## config.mk

```make
export PLATFORM = sky130hd
export DESIGN_NAME = mmio_uart_tx
export DESIGN_NICKNAME = d
export VERILOG_FILES = /design/src/rtl/mmio_uart_tx.sv
export SDC_FILE = /design/constraint.sdc
export NUM_CORES = 1
export LEC_CHECK = 0
export CAP_MARGIN = 25
export CORE_UTILIZATION = 50
export DETAILED_ROUTE_END_ITERATION = 8
export DONT_BUFFER_PORTS = 1
export PLACE_DENSITY = 0.67
export SYNTH_ARGS = -nofsm -noshare
export SYNTH_HDL_FRONTEND = slang
export SYNTH_SLANG_ARGS = --single-unit
```

## constraint.sdc

```tcl
create_clock -name clk_i -period 3.4 [get_ports clk_i]
set_input_delay 0.51 -clock clk_i [delete_from_list [all_inputs] [get_ports clk_i]]
set_output_delay 0.51 -clock clk_i [all_outputs]
set_load 0.1 [all_outputs]
```

## src/rtl/mmio_uart_tx.sv

```systemverilog
// MMIO-mapped UART transmitter: byte FIFO behind a TXDATA/STATUS register window feeding an 8N1 shifter.
// Define UART_TX_PARITY_EN to insert an even-parity bit between the data bits and the stop bit.
module mmio_uart_tx #(
    parameter int CLKS_PER_BIT = 868,
    parameter int FIFO_DEPTH   = 8
) (
    input  logic        clk_i,
    input  logic        rstn_i,
    input  logic        sel_i,
    input  logic [3:0]  addr_i,
    input  logic        we_i,
    input  logic [31:0] wdata_i,
    output logic [31:0] rdata_o,
    output logic        tx_o,
    output logic        irq_o
);

    localparam int AW = $clog2(FIFO_DEPTH);
    localparam logic [15:0] BAUD_RELOAD = 16'(CLKS_PER_BIT - 1);
    localparam logic [3:0] ADDR_TXDATA = 4'h0;
    localparam logic [3:0] ADDR_STATUS = 4'h4;

`ifdef UART_TX_PARITY_EN
    typedef enum logic [2:0] {IDLE, START, DATA, PARITY, STOP} state_t;
`else
    typedef enum logic [2:0] {IDLE, START, DATA, STOP} state_t;
`endif

    state_t      state, state_nxt;
    logic [15:0] baud, baud_nxt;
    logic [2:0]  bit_idx, bit_nxt;
    logic [7:0]  data, data_nxt;
    logic        tx_nxt;
    logic        pop;

    // FIFO storage; the extra pointer bit separates full from empty
    logic [7:0]  mem [FIFO_DEPTH];
    logic [AW:0] wr_ptr, rd_ptr, count;
    logic        full, empty;

    assign count = wr_ptr - rd_ptr;
    assign empty = (wr_ptr == rd_ptr);
    assign full  = (wr_ptr[AW] != rd_ptr[AW]) && (wr_ptr[AW-1:0] == rd_ptr[AW-1:0]);

    logic wr_req, push, ovf_set, rd_status, overflow;

    assign wr_req    = sel_i && we_i && (addr_i == ADDR_TXDATA);
    // A pop in the same cycle frees the slot, so a write to a full FIFO still lands
    assign push      = wr_req && (!full || pop);
    assign ovf_set   = wr_req && full && !pop;
    assign rd_status = sel_i && !we_i && (addr_i == ADDR_STATUS);

    logic [6:0]  count_ext;
    logic [3:0]  count_sat;
    logic        busy;
    logic [31:0] status;

    assign count_ext = 7'(count);
    assign count_sat = (count_ext > 7'd15) ? 4'hF : count_ext[3:0];
    assign busy      = (state != IDLE);
    assign status    = {24'h0, count_sat, overflow, busy, empty, full};
    assign irq_o     = empty && !busy;

    logic unused_wdata;
    assign unused_wdata = ^wdata_i[31:8];

    always_ff @(posedge clk_i) begin
        if (!rstn_i) begin
            state <= IDLE;
        end else begin
            state <= state_nxt;
        end
    end

    always_comb begin
        state_nxt = state;
        baud_nxt  = baud;
        bit_nxt   = bit_idx;
        data_nxt  = data;
        pop       = 1'b0;
        case (state)
            IDLE: begin
                baud_nxt = '0;
                if (!empty) begin
                    pop       = 1'b1;
                    data_nxt  = mem[rd_ptr[AW-1:0]];
                    state_nxt = START;
                    baud_nxt  = BAUD_RELOAD;
                end
            end
            START: begin
                if (baud == '0) begin
                    state_nxt = DATA;
                    baud_nxt  = BAUD_RELOAD;
                    bit_nxt   = 3'd0;
                end else begin
                    baud_nxt = baud - 16'd1;
                end
            end
            DATA: begin
                if (baud == '0) begin
                    baud_nxt = BAUD_RELOAD;
                    if (bit_idx == 3'd7) begin
`ifdef UART_TX_PARITY_EN
                        state_nxt = PARITY;
`else
                        state_nxt = STOP;
`endif
                    end else begin
                        bit_nxt = bit_idx + 3'd1;
                    end
                end else begin
                    baud_nxt = baud - 16'd1;
                end
            end
`ifdef UART_TX_PARITY_EN
            PARITY: begin
                if (baud == '0) begin
                    state_nxt = STOP;
                    baud_nxt  = BAUD_RELOAD;
                end else begin
                    baud_nxt = baud - 16'd1;
                end
            end
`endif
            STOP: begin
                if (baud == '0) begin
                    // Chain straight into the next start bit when more data is queued
                    if (!empty) begin
                        pop       = 1'b1;
                        data_nxt  = mem[rd_ptr[AW-1:0]];
                        state_nxt = START;
                        baud_nxt  = BAUD_RELOAD;
                    end else begin
                        state_nxt = IDLE;
                        baud_nxt  = '0;
                    end
                end else begin
                    baud_nxt = baud - 16'd1;
                end
            end
            default: begin
                state_nxt = IDLE;
                baud_nxt  = '0;
            end
        endcase

        // Line level for the state being entered, so tx_o lines up with the state register
        tx_nxt = 1'b1;
        case (state_nxt)
            IDLE:    tx_nxt = 1'b1;
            START:   tx_nxt = 1'b0;
            DATA:    tx_nxt = data_nxt[bit_nxt];
`ifdef UART_TX_PARITY_EN
            PARITY:  tx_nxt = ^data_nxt;
`endif
            STOP:    tx_nxt = 1'b1;
            default: tx_nxt = 1'b1;
        endcase
    end

    always_ff @(posedge clk_i) begin
        if (rstn_i && push) begin
            mem[wr_ptr[AW-1:0]] <= wdata_i[7:0];
        end
    end

    always_ff @(posedge clk_i) begin
        if (!rstn_i) begin
            baud     <= '0;
            bit_idx  <= '0;
            data     <= '0;
            tx_o     <= 1'b1;
            wr_ptr   <= '0;
            rd_ptr   <= '0;
            overflow <= 1'b0;
            rdata_o  <= '0;
        end else begin
            baud    <= baud_nxt;
            bit_idx <= bit_nxt;
            data    <= data_nxt;
            tx_o    <= tx_nxt;
            if (push) begin
                wr_ptr <= wr_ptr + 1'b1;
            end
            if (pop) begin
                rd_ptr <= rd_ptr + 1'b1;
            end
            // A new overflow wins over the clear from a simultaneous STATUS read
            if (ovf_set) begin
                overflow <= 1'b1;
            end else if (rd_status) begin
                overflow <= 1'b0;
            end
            if (sel_i) begin
                rdata_o <= (addr_i == ADDR_STATUS) ? status : 32'h0;
            end
        end
    end

endmodule

```

---- Word level (Yosys, flattened, before mapping) ----
Memories as Yosys holds them, arrays and structs flattened. A register that Yosys moved wholly into a read port is not among the register bits.
Cells that the tools add are included.
word-level totals
  logic and storage cells ................. 80
  memories ................................ 1
  memory bits (writable) .................. 64
  bits in registers ....................... 72
  output and inout bits ................... 34
operators by class
  reduce and logical (&&, ||, !) cells .... 21
  magnitude comparators ................... 2
  equal/unequal tests ..................... 10
  add/subtract/negate cells ............... 5
  multiplexer cells ....................... 32
memories
  name  depth  width  read ports  clocked after Yosys merged registers in  write ports  RTL line  source
  mem   8      8      1           1                                        1            37        logic [7:0] mem [FIFO_DEPTH];
operators with widths
  operator               count
  $pmux 16 s3            1
  $mux 16                2
  $mux 3                 10
  $mux 8                 3
  $logic_not 16->1       1
  $pmux 8 s2             1
  $sub 16x1->16 const B  1
  $pmux 3 s4             1
  $logic_and 1x1->1      10
  $mux 10                1
  $eq 3x2->1 const B     3
  $add 4x1->4 const B    2
  $mux 1                 8
  $eq 3x1->1 const B     2
  $pmux 3 s2             1
  $eq 4x3->1 const B     1
  $eq 4x4->1             1
  $gt 4x4->1 const B     1
  $logic_not 1->1        4
  $logic_not 4->1        1
  $lt 3x4->1 const B     1
  $mux 4                 1
  $pmux 1 s2             2
  $sub 4x4->4            1
  10 further kinds       10

---- Depth between registers and ports, before layout ----
Gate-level depths: netlist of run 1.
  depth in word-level cells ............... 9
  gate-level depth with buffers ........... 11
  depth with buffers taken out ............ 10

---- Worst setup path before layout of run 1 ----
Ideal clock, no wire load.
  path kind ............................... reg2reg
  start ................................... register wr_ptr[0]
  end ..................................... memory mem[4][0] (enable)
  setup slack ............................. 0.204 ns
  stages on the path, launching flop included .. 10
  period minus slack after synthesis ...... 3.196 ns
  data arrival time ....................... 2.812 ns
  cells stage by stage .................... dfxtp_1 inv_1 ha_1 nand3_1 nor2_1 o41ai_4 nor3_1 nor3_4 nand3_1 nor3_1
on the way
  cells in the longest elaborated chain, start to end .. 9
  elaborated cells between the ends (all ways) .. 12
ends and longest elaborated chain
  what                          RTL line  source
  from (decl)                   38        logic [AW:0] wr_ptr, rd_ptr, count;
  from (signal assigned)        184       wr_ptr <= wr_ptr + 1'b1;
  $eq 4x4->1                    42        assign empty = (wr_ptr == rd_ptr);
  $mux 1                        84, 129
  $mux 1                        127       if (baud == '0) begin
  $pmux 1 s2                    81        case (state)
  $logic_or 1x1->1              49        assign push = wr_req && (!full || pop);
  $logic_and 1x1->1             49
  $logic_and 1x1->1             163       if (rstn_i && push) begin
  $mux 1                        163
  $mux 1 (not written as such)  164       mem[wr_ptr[AW-1:0]] <= wdata_i[7:0];
  to (decl)                     37
Several ways; a longest one is shown, not always the timed one.

---- Worst setup path after layout of run 1 ----
  start ................................... register wr_ptr[0]
  end ..................................... memory mem[4][5] (enable)
The elaborated chain is that of the path after synthesis.

==> results of run 1 <==
power by group through the flow:
stage / logic [mW] / clock network [mW] / registers (mW)
6_report: 0.173 / 1.66 / 1.48
5_1_grt: 0.183 / 1.75 / 1.48
4_1_cts: 0.173 / 1.69 / 1.48
3_5_place_dp: 0.173 / 0 / 1.51
3_3_place_gp: 0.172 / 0 / 1.51
2_1_floorplan: 0.189 / 0 / 1.51
layout make-up:
| cell class | instances | area, um^2 |
|---|---|---|
| Sequential cell | 115 | 2940 |
| Inverter | 11 | 41.3 |
| Tap cell | 133 | 166 |
| Clock inverter | 15 | 146 |
| Timing Repair Buffer | 14 | 105 |
| Clock buffer | 17 | 414 |
| Fill cell | 782 | 4050 |
| Multi-Input combinational cell | 269 | 2000 |
worst min path at each step:
| stage | from | endpoint | slack [ns] | depth (start not counted) |
|---|---|---|---|---|
| after floorplan | baud[3]$_SDFF_PN0_ | baud[3]$_SDFF_PN0_ | 0.46 | 2 |
| after global placement | data[4]$_SDFF_PN0_ | data[4]$_SDFF_PN0_ | 0.48 | 1 |
| after detailed placement | data[5]$_SDFF_PN0_ | data[5]$_SDFF_PN0_ | 0.49 | 1 |
| after CTS | wdata_i[3] | mem[6][3]$_DFFE_PP_ | 0.06 | 0 |
| after global routing | wdata_i[0] | mem[3][0]$_DFFE_PP_ | 0.05 | 0 |
| final | wdata_i[5] | mem[6][5]$_DFFE_PP_ | 0.08 | 0 |
through the flow:
| step | hold WS, ns | power, mW | setup WS, ns | util | instances |
|---|---|---|---|---|---|
| finish | 0.0798 | 3.32 | 0.449 | 0.590 | 574 |
| CTS | 0.0612 | 3.34 | 0.443 | 0.590 | 574 |
| floorplan | 0.461 | 1.70 | 0.204 | - | 432 |
| global placement | 0.479 | 1.68 | 0.499 | 0.533 | 542 |
| global route | 0.0528 | 3.42 | 0.174 | 0.590 | 574 |
| detailed placement | 0.490 | 1.68 | 0.474 | 0.533 | 542 |
logic make-up after synthesis:
group / share of synthesized area
DFF: 0.574
and+or+nand+nor: 0.130
AOI/OAI and AO/OA: 0.0718
buffers and inverters: 0.0530
adders and majority gates: 0.0234
xor gates and xnor gates: 0.0410
muxes: 0.106
other: 0.000732
layer usage:
| layer | vias up | share of wire |
|---|---|---|
| met1 | 1469 | 0.46 |
| met3 | 18 | 0.031 |
| met2 | 64 | 0.49 |
| li1 | 1487 | - |
| met4 | 0 | 0.021 |
| met5 | - | 0 |
cells in the final DEF (no fill, tap or decap), types with 5 or more instances in the layout:
cell type,n
edfxtp_1,64
dfxtp_1,51
nor2_1,31
nand2_1,28
conb_1,25
a21oi_1,17
xnor2_1,16
mux4_2,16
clkbuf_16,16
and2_1,15
mux2i_1,15
buf_4,14
nor2b_1,12
nor3_1,11
inv_1,10
xor2_1,8
ha_1,8
o21ai_0,7
inv_6,6
o31ai_1,5
sequential cells by signal, indices dropped and copies added, names as in the netlist, named ones only:
signal    count
rd_ptr        4
tx_o          1
data          8
bit_idx       3
mem          64
wr_ptr        4
overflow      1
state         3
rdata_o       8
baud         16
==> flow_summary.toml, run 1 <==
[floorplanning]
die_w_um = 103
dieArea_um2 = 10700
rows = 36
start_util = 0.520
die_h_um = 103
pin_count = 74
core_region_area_um2 = 9860

[logic_synthesis]
synth.avg_cell_area_um2 = 12.6
yosys_warnings = 0
netlist.area_leader.share = 0.375
synth_common_cells = "edfxtp_1, dfxtp_1, nor2_1"
synth_edf_count = 64
synth_flop_cell = "edfxtp_1"
yosysTopAreaCell = "edfxtp_1"
synth_area_leaders = "edfxtp_1, dfxtp_1, mux4_2, buf_4, mux2i_1"
syn_area_um2 = 5130
ys_types = 54
ys_async_sr_fraction = 0
yosys_register_bits = 115
yosysMostFrequentCell = "edfxtp_1"
seq_area_frac_synth = 0.574
synthCells = 408

[timing]
tightest_slew_ns = 0.980
maxSlewViolCount = 0
finClkSkew_ns = 0.00681
rsz0062_at_grt = "false"
min_period_ns = 2.95
finalSetupViolCount = 0
slew_headroom = 0.346
final-hold-violation-count = 0
fmax_mhz = 339
fin_crit_sh = 0.868
tns_ns = 0

[placed_design]
placed_area_um2 = 5260
io_buffers = 0
gp_routability_congestion = 0.760
dpl.hpwl_mm = 5.94

[cts]
numCtsBuffers = 17
cts_root_buf = "clkbuf_8"
clk_latency_ns = 0.52
cts_sinks = 115
cts_hold_buf = 0
clkSlewWorstSetupHoldPaths_ns = 0.06
cts_tree = "built"
cts_setup_buffers = 0
clock_path_buffers = 2
cts_max_level = 4
cts_resized = 0

[critical_path]
reg2reg_depth = 10
crit_family = "simple AND/OR/NAND/NOR gates"
cp_cell_sequence = "inv_1 > ha_1 > nand3_1 > nor2_1 > o41ai_4 > nor3_1 > nor3_4 > nand3_1 > nor3_1 > buf_4"
rrSetupSlack_ns = 0.45
startpoint = "wr_ptr[0]$_SDFFE_PN0P_"
path_max_fanout = 8
cp.required_ns = 3.62
worst-path-buf-inv = 2
r2r-end = "mem[4][5]$_DFFE_PP_"
startpoint_type = "flip-flop"
crit_slowest_cell = "dfxtp_1"
end_kind = "flip-flop"
crit_end = "mem[4][5]$_DFFE_PP_"
timing.rr.start = "wr_ptr[0]$_SDFFE_PN0P_"
path_class = "flip-flop to flip-flop"
worst-path-stages = 10
worst_path_largest_cell_delay_ns = 0.45
arrival_ns = 3.17

[routing]
num_vias = 3038
viasPerCell = 5.29
drt-total-wl_mm = 8.91
drt-wirelength-per-cell_um = 15.5
drt_first_pass_iters = 4
antenna_left = 0
drc = 0
first_iter_violations = 85

[global_routing]
gr-usage-met1 = 0.227
grt_pass1_wl_mm = 14.3
grt_max_degree = 33
grt_pass1_vias = 2923
grt-ovfl-total = 0
gr-usage-met2 = 0.311
antenna_found_initial = 0
grt_use_total = 0.189
busiest_layer = "met2"
use_met3 = 0.0605

[final_layout]
synthToLayoutAreaGrowth_pct = 13.5
final_area_um2 = 5820
diodes = 0
drive_gt1_frac = 0.159
nNetsFinal = 477

[power]
pwr-share-seq = 0.447
p_int_mw = 2.48
p_sw_uw = 834
power_density_nw_per_um2 = 570
clkPwrFrac = 0.501
leakagePower_nw = 2.11
p_sw_frac = 0.252
vdd_drop_max_mv = 0.542
p_comb_frac = 0.052

[status]
outcome = "finished, final reports clean"

[worst_hold_path]
hp-class = "input pin to flip-flop"

[job]
drv_cap = 0
Note: power is estimated with default switching activity, not from simulation.
==> run 2, diff against run 1 <==
--- a/config.mk
+++ b/config.mk
@@ -6,10 +6,10 @@
 export NUM_CORES = 1
 export LEC_CHECK = 0
 export CAP_MARGIN = 25
-export CORE_UTILIZATION = 50
+export CORE_UTILIZATION = 46
 export DETAILED_ROUTE_END_ITERATION = 8
 export DONT_BUFFER_PORTS = 1
-export PLACE_DENSITY = 0.67
+export PLACE_DENSITY = 0.62
 export SYNTH_ARGS = -nofsm -noshare
 export SYNTH_HDL_FRONTEND = slang
 export SYNTH_SLANG_ARGS = --single-unit
==> run 2 against run 1 <==
  * Setup slack improved by 0.011 ns
  * First-iteration DRC count rose by 55%
  * Via count is 1.2% lower
  * Clock power rose by 5%
  * Largest power group unchanged
  * Design area increased by 0.49%
  * Flip-flop and latch count stayed put
  * Critical path type unchanged
  * Critical endpoint is now mem[0][3]$_DFFE_PP_
  * Largest cell class unchanged
  * Sequential share of layout area shrank 0.25 points
  * Routed wire length up 5.1%
  * Highest routed layer unchanged
==> flow_summary.toml, run 2 (same netlist as run 1, synthesis figures left out) <==
[routing]
antenna_left = 0
viasPerCell = 5.17
drt-wirelength-per-cell_um = 16.1
drt-total-wl_mm = 9.36
first_iter_violations = 132
drc = 0
drt_first_pass_iters = 4
num_vias = 3001

[final_layout]
largest_register_ffs = 64
diodes = 0
drive_gt1_frac = 0.154
layout_commonest_cell = "edfxtp_1"
final_core_util = 0.539
final_cell_mix = "edfxtp_1, dfxtp_1, nor2_1, nand2_1, conb_1"
fillCellCount = 945
nNetsFinal = 477
synthToLayoutAreaGrowth_pct = 14.1

[floorplanning]
die_w_um = 108
core_region_area_um2 = 10800
start_util = 0.473
pin_count = 74
dieArea_um2 = 11600
rows = 38
die_h_um = 108

[cts]
cts_tree = "built"
cts_sinks = 115
cts_resized = 0
cts_setup_buffers = 0
clock_path_buffers = 2
cts_root_buf = "clkbuf_8"
clkSlewWorstSetupHoldPaths_ns = 0.06
numCtsBuffers = 17
cts_hold_buf = 0
cts_max_level = 4
clk_latency_ns = 0.51

[timing]
finClkSkew_ns = 0.00823
min_period_ns = 2.94
finalSetupViolCount = 0
slew_headroom = 0.342
maxSlewViolCount = 0
fin_crit_sh = 0.865
rsz0062_at_grt = "false"
final-hold-violation-count = 0
fmax_mhz = 340
tightest_slew_ns = 0.986
tns_ns = 0

[power]
p_sw_frac = 0.230
leakagePower_nw = 2.12
p_sw_uw = 781
pwr-share-seq = 0.437
p_comb_frac = 0.051
clkPwrFrac = 0.512
p_int_mw = 2.61
vdd_drop_max_mv = 0.537
power_density_nw_per_um2 = 580

[critical_path]
end_kind = "flip-flop"
arrival_ns = 3.15
path_class = "flip-flop to flip-flop"
rrSetupSlack_ns = 0.46
reg2reg_depth = 10
startpoint_type = "flip-flop"
r2r-end = "mem[0][3]$_DFFE_PP_"
path_max_fanout = 8
cp.required_ns = 3.61
timing.rr.start = "wr_ptr[0]$_SDFFE_PN0P_"

[placed_design]
dpl.hpwl_mm = 6.02
io_buffers = 0
gp_routability_congestion = 0.754

[global_routing]
grt_use_total = 0.180
grt_pass1_wl_mm = 15.0
grt-ovfl-total = 0
grt_pass1_vias = 2937
antenna_found_initial = 0
grt_max_degree = 33

[worst_hold_path]
hp-start = "wdata_i[6]"
hold_end = "mem[4][6]$_DFFE_PP_"
hp-class = "input pin to flip-flop"
hold_depth = 0

[status]
outcome = "finished, final reports clean"

[job]
drv_cap = 0
run 2: changes by cell type in the layout (fill, tap and decap cells not counted):
cell        change
inv_6           -4
clkinv_2        +3
bufinv_16       +2
clkbuf_1        +2
clkinv_4        -1
clkinvlp_4      -1
inv_8           -1
run 2: cell type report:
class	instances	area [um^2]	share of cell area
Sequential cell	115	2940	0.503
Multi-Input combinational cell	269	2000	0.342
Clock buffer	19	422	0.0721
Tap cell	140	175	0.0300
Clock inverter	13	159	0.0272
Timing Repair Buffer	14	105	0.0180
Inverter	11	41.3	0.00706
run 2: layer usage:
layer,part of all wire,track usage,vias to the layer above
li1,-,-,1482
met1,0.43,0.207,1445
met2,0.51,0.314,61
met3,0.043,0.0533,13
met4,0.014,0.0705,0
met5,0,0,-
run 2: worst max path at each step:
stage | from | to | slack [ns]
4_1_cts | baud[0]$_SDFF_PN0_ | mem[4][4]$_DFFE_PP_ | 0.44
6_report | wr_ptr[0]$_SDFFE_PN0P_ | mem[0][3]$_DFFE_PP_ | 0.46
3_5_place_dp | baud[0]$_SDFF_PN0_ | mem[4][3]$_DFFE_PP_ | 0.47
3_3_place_gp | baud[0]$_SDFF_PN0_ | mem[0][1]$_DFFE_PP_ | 0.50
2_1_floorplan | wr_ptr[0]$_SDFFE_PN0P_ | mem[4][0]$_DFFE_PP_ | 0.20
5_1_grt | baud[0]$_SDFF_PN0_ | mem[0][3]$_DFFE_PP_ | 0.20
run 2: metrics by stage:
step / hold WS (ns) / cell area [um^2] / total power, mW / cells / setup WS (ns)
2_1_floorplan: 0.461 / 5220 / 1.70 / 432 / 0.204
3_3_place_gp: 0.481 / 5270 / 1.68 / 549 / 0.496
3_5_place_dp: 0.486 / 5270 / 1.68 / 549 / 0.472
4_1_cts: 0.0703 / 5850 / 3.43 / 581 / 0.437
5_1_grt: 0.0652 / 5850 / 3.50 / 581 / 0.201
6_report: 0.0913 / 5850 / 3.39 / 581 / 0.460
run 2: power by group through the flow:
stage	sequential [mW]	combinational, mW	clock, mW
after detailed placement	1.51	0.173	0
after floorplan	1.51	0.189	0
final	1.48	0.173	1.74
after global placement	1.51	0.172	0
after global routing	1.48	0.182	1.83
after CTS	1.48	0.173	1.77
run 2: critical path, cell delays in order, from the launching register on:
cell      delay (ns)
dfxtp_1         0.45
inv_1           0.13
ha_1            0.35
nand3_1         0.17
nor2_1          0.13
o41ai_4         0.34
nor3_1          0.14
nor3_4          0.33
nand3b_1        0.19
nor3_1          0.17
buf_4           0.23
==> run 3, diff against run 2 <==
--- a/config.mk
+++ b/config.mk
@@ -9,7 +9,9 @@
 export CORE_UTILIZATION = 46
 export DETAILED_ROUTE_END_ITERATION = 8
 export DONT_BUFFER_PORTS = 1
+export HOLD_SLACK_MARGIN = 0.15
 export PLACE_DENSITY = 0.62
+export RECOVER_POWER = 25
 export SYNTH_ARGS = -nofsm -noshare
 export SYNTH_HDL_FRONTEND = slang
 export SYNTH_SLANG_ARGS = --single-unit
==> run 3 against run 2 <==
  * Clock power is essentially flat
  * Global-route usage grew 0.24 points
  * Sequential power is essentially flat
  * Combinational power grew 12%
  * Critical endpoint unchanged
  * Setup slack lost 0.0064 ns
==> flow_summary.toml, run 3 (same netlist as run 1, synthesis figures left out) <==
[final_layout]
nNetsFinal = 486
layout_commonest_cell = "edfxtp_1"
final_cell_mix = "edfxtp_1, dfxtp_1, nor2_1, nand2_1, conb_1"
largest_register_ffs = 64
fin_cells = 590
multi_input_area_um2 = 2000
fillCellCount = 937
diodes = 0
synthToLayoutAreaGrowth_pct = 15.8
seqCellArea_um2 = 2940
drive_gt1_frac = 0.151

[critical_path]
path_max_fanout = 8
arrival_ns = 3.15
worst_path_largest_cell_delay_ns = 0.45
end_kind = "flip-flop"
cp.required_ns = 3.60
startpoint_type = "flip-flop"
crit_family = "simple AND/OR/NAND/NOR gates"
cp_cell_sequence = "inv_1 > ha_1 > nand3_1 > nor2_1 > o41ai_4 > nor3_1 > nor3_4 > nand3b_1 > nor3_1 > buf_4"
startpoint = "wr_ptr[0]$_SDFFE_PN0P_"
timing.rr.start = "wr_ptr[0]$_SDFFE_PN0P_"
worst-path-buf-inv = 2
path_class = "flip-flop to flip-flop"
cpMostUsedCell = "nor3_1"
crit_slowest_cell = "dfxtp_1"

[timing]
fin_crit_sh = 0.867
finClkSkew_ns = 0.00882
maxSlewViolCount = 0
slew_headroom = 0.343
tightest_slew_ns = 0.984
fmax_mhz = 339
min_period_ns = 2.95
fin_ws_ns = 0.453
whs_ns = 0.175
tns_ns = 0
final-hold-violation-count = 0
rsz0062_at_grt = "false"
finalSetupViolCount = 0

[floorplanning]
dieArea_um2 = 11600
die_w_um = 108
pin_count = 74
die_h_um = 108
rows = 38
core_region_area_um2 = 10800
start_util = 0.473

[global_routing]
grt_max_degree = 28
grt_pass1_vias = 2976
grt_pass1_wl_mm = 15.2
grt_use_total = 0.182
grt-ovfl-total = 0
antenna_found_initial = 0

[cts]
clk_latency_ns = 0.51
clkSlewWorstSetupHoldPaths_ns = 0.06
numCtsBuffers = 17
cts_sinks = 115
clock_path_buffers = 2
cts_root_buf = "clkbuf_8"
cts_tree = "built"
cts_resized = 0
cts_max_level = 4

[status]
outcome = "finished, final reports clean"

[routing]
viasPerCell = 5.17
drt-total-wl_mm = 9.52
drt-wirelength-per-cell_um = 16.1
antenna_left = 0
drc = 0
num_vias = 3051
drt_first_pass_iters = 4
first_iter_violations = 141

[placed_design]
gp_routability_congestion = 0.754
placed_cells = 549
dpl.hpwl_mm = 6.02
post-place-ws_ns = 0.472
io_buffers = 0

[power]
leakagePower_nw = 2.16
p_total_mw = 3.41
power_density_nw_per_um2 = 575
vdd_drop_max_mv = 0.541

[worst_hold_path]
hp-start = "rstn_i"
hp-class = "input pin to flip-flop"

[job]
drv_cap = 0
-- run 3: final cells by class --
cell class / count / share of cell area
clock buffer: 19 / 0.0710
clock inverter: 13 / 0.0268
inverter: 11 / 0.00695
multi-input combinational: 269 / 0.337
sequential: 115 / 0.496
tap: 140 / 0.0295
timing repair buffer: 23 / 0.0329
-- run 3: repair_timing --
| action | in CTS | in global routing |
|---|---|---|
| setup buffers | 0 | 0 |
| hold buffers | 9 | 0 |
| hold endpoints to repair | 92 | 0 |
-- run 3: power breakdown --
part           leakage [nW]  internal, mW  switching [mW]
clock                 0.280          1.11           0.623
sequential            0.986          1.47          0.0102
combinational         0.894        0.0318           0.162
-- run 3: routing by layer --
| layer | part of all wire | track usage | wire (um) |
|---|---|---|---|
| met3 | 0.034 | 0.0502 | 321 |
| met4 | 0.012 | 0.0705 | 114 |
| met2 | 0.52 | 0.318 | 4910 |
| met1 | 0.44 | 0.212 | 4180 |
| met5 | 0 | 0 | 0 |
-- run 3: stage by stage --
| stage | area (um^2) | utilization |
|---|---|---|
| finish | 5940 | 0.548 |
| global route | 5940 | 0.548 |
| CTS | 5940 | 0.548 |
| detailed placement | 5270 | 0.486 |
| global placement | 5270 | 0.486 |
| floorplan | 5220 | - |
-- run 3: final timing paths --
kind / to / slack, ns / depth (start not counted)
setup / recovery: mem[0][3]$_DFFE_PP_ / 0.45 / 10
hold reg to reg: data[4]$_SDFF_PN0_ / 0.50 / 1
hold / removal: data[7]$_SDFF_PN0_ / 0.18 / 1
setup reg to reg: mem[0][3]$_DFFE_PP_ / 0.45 / 10
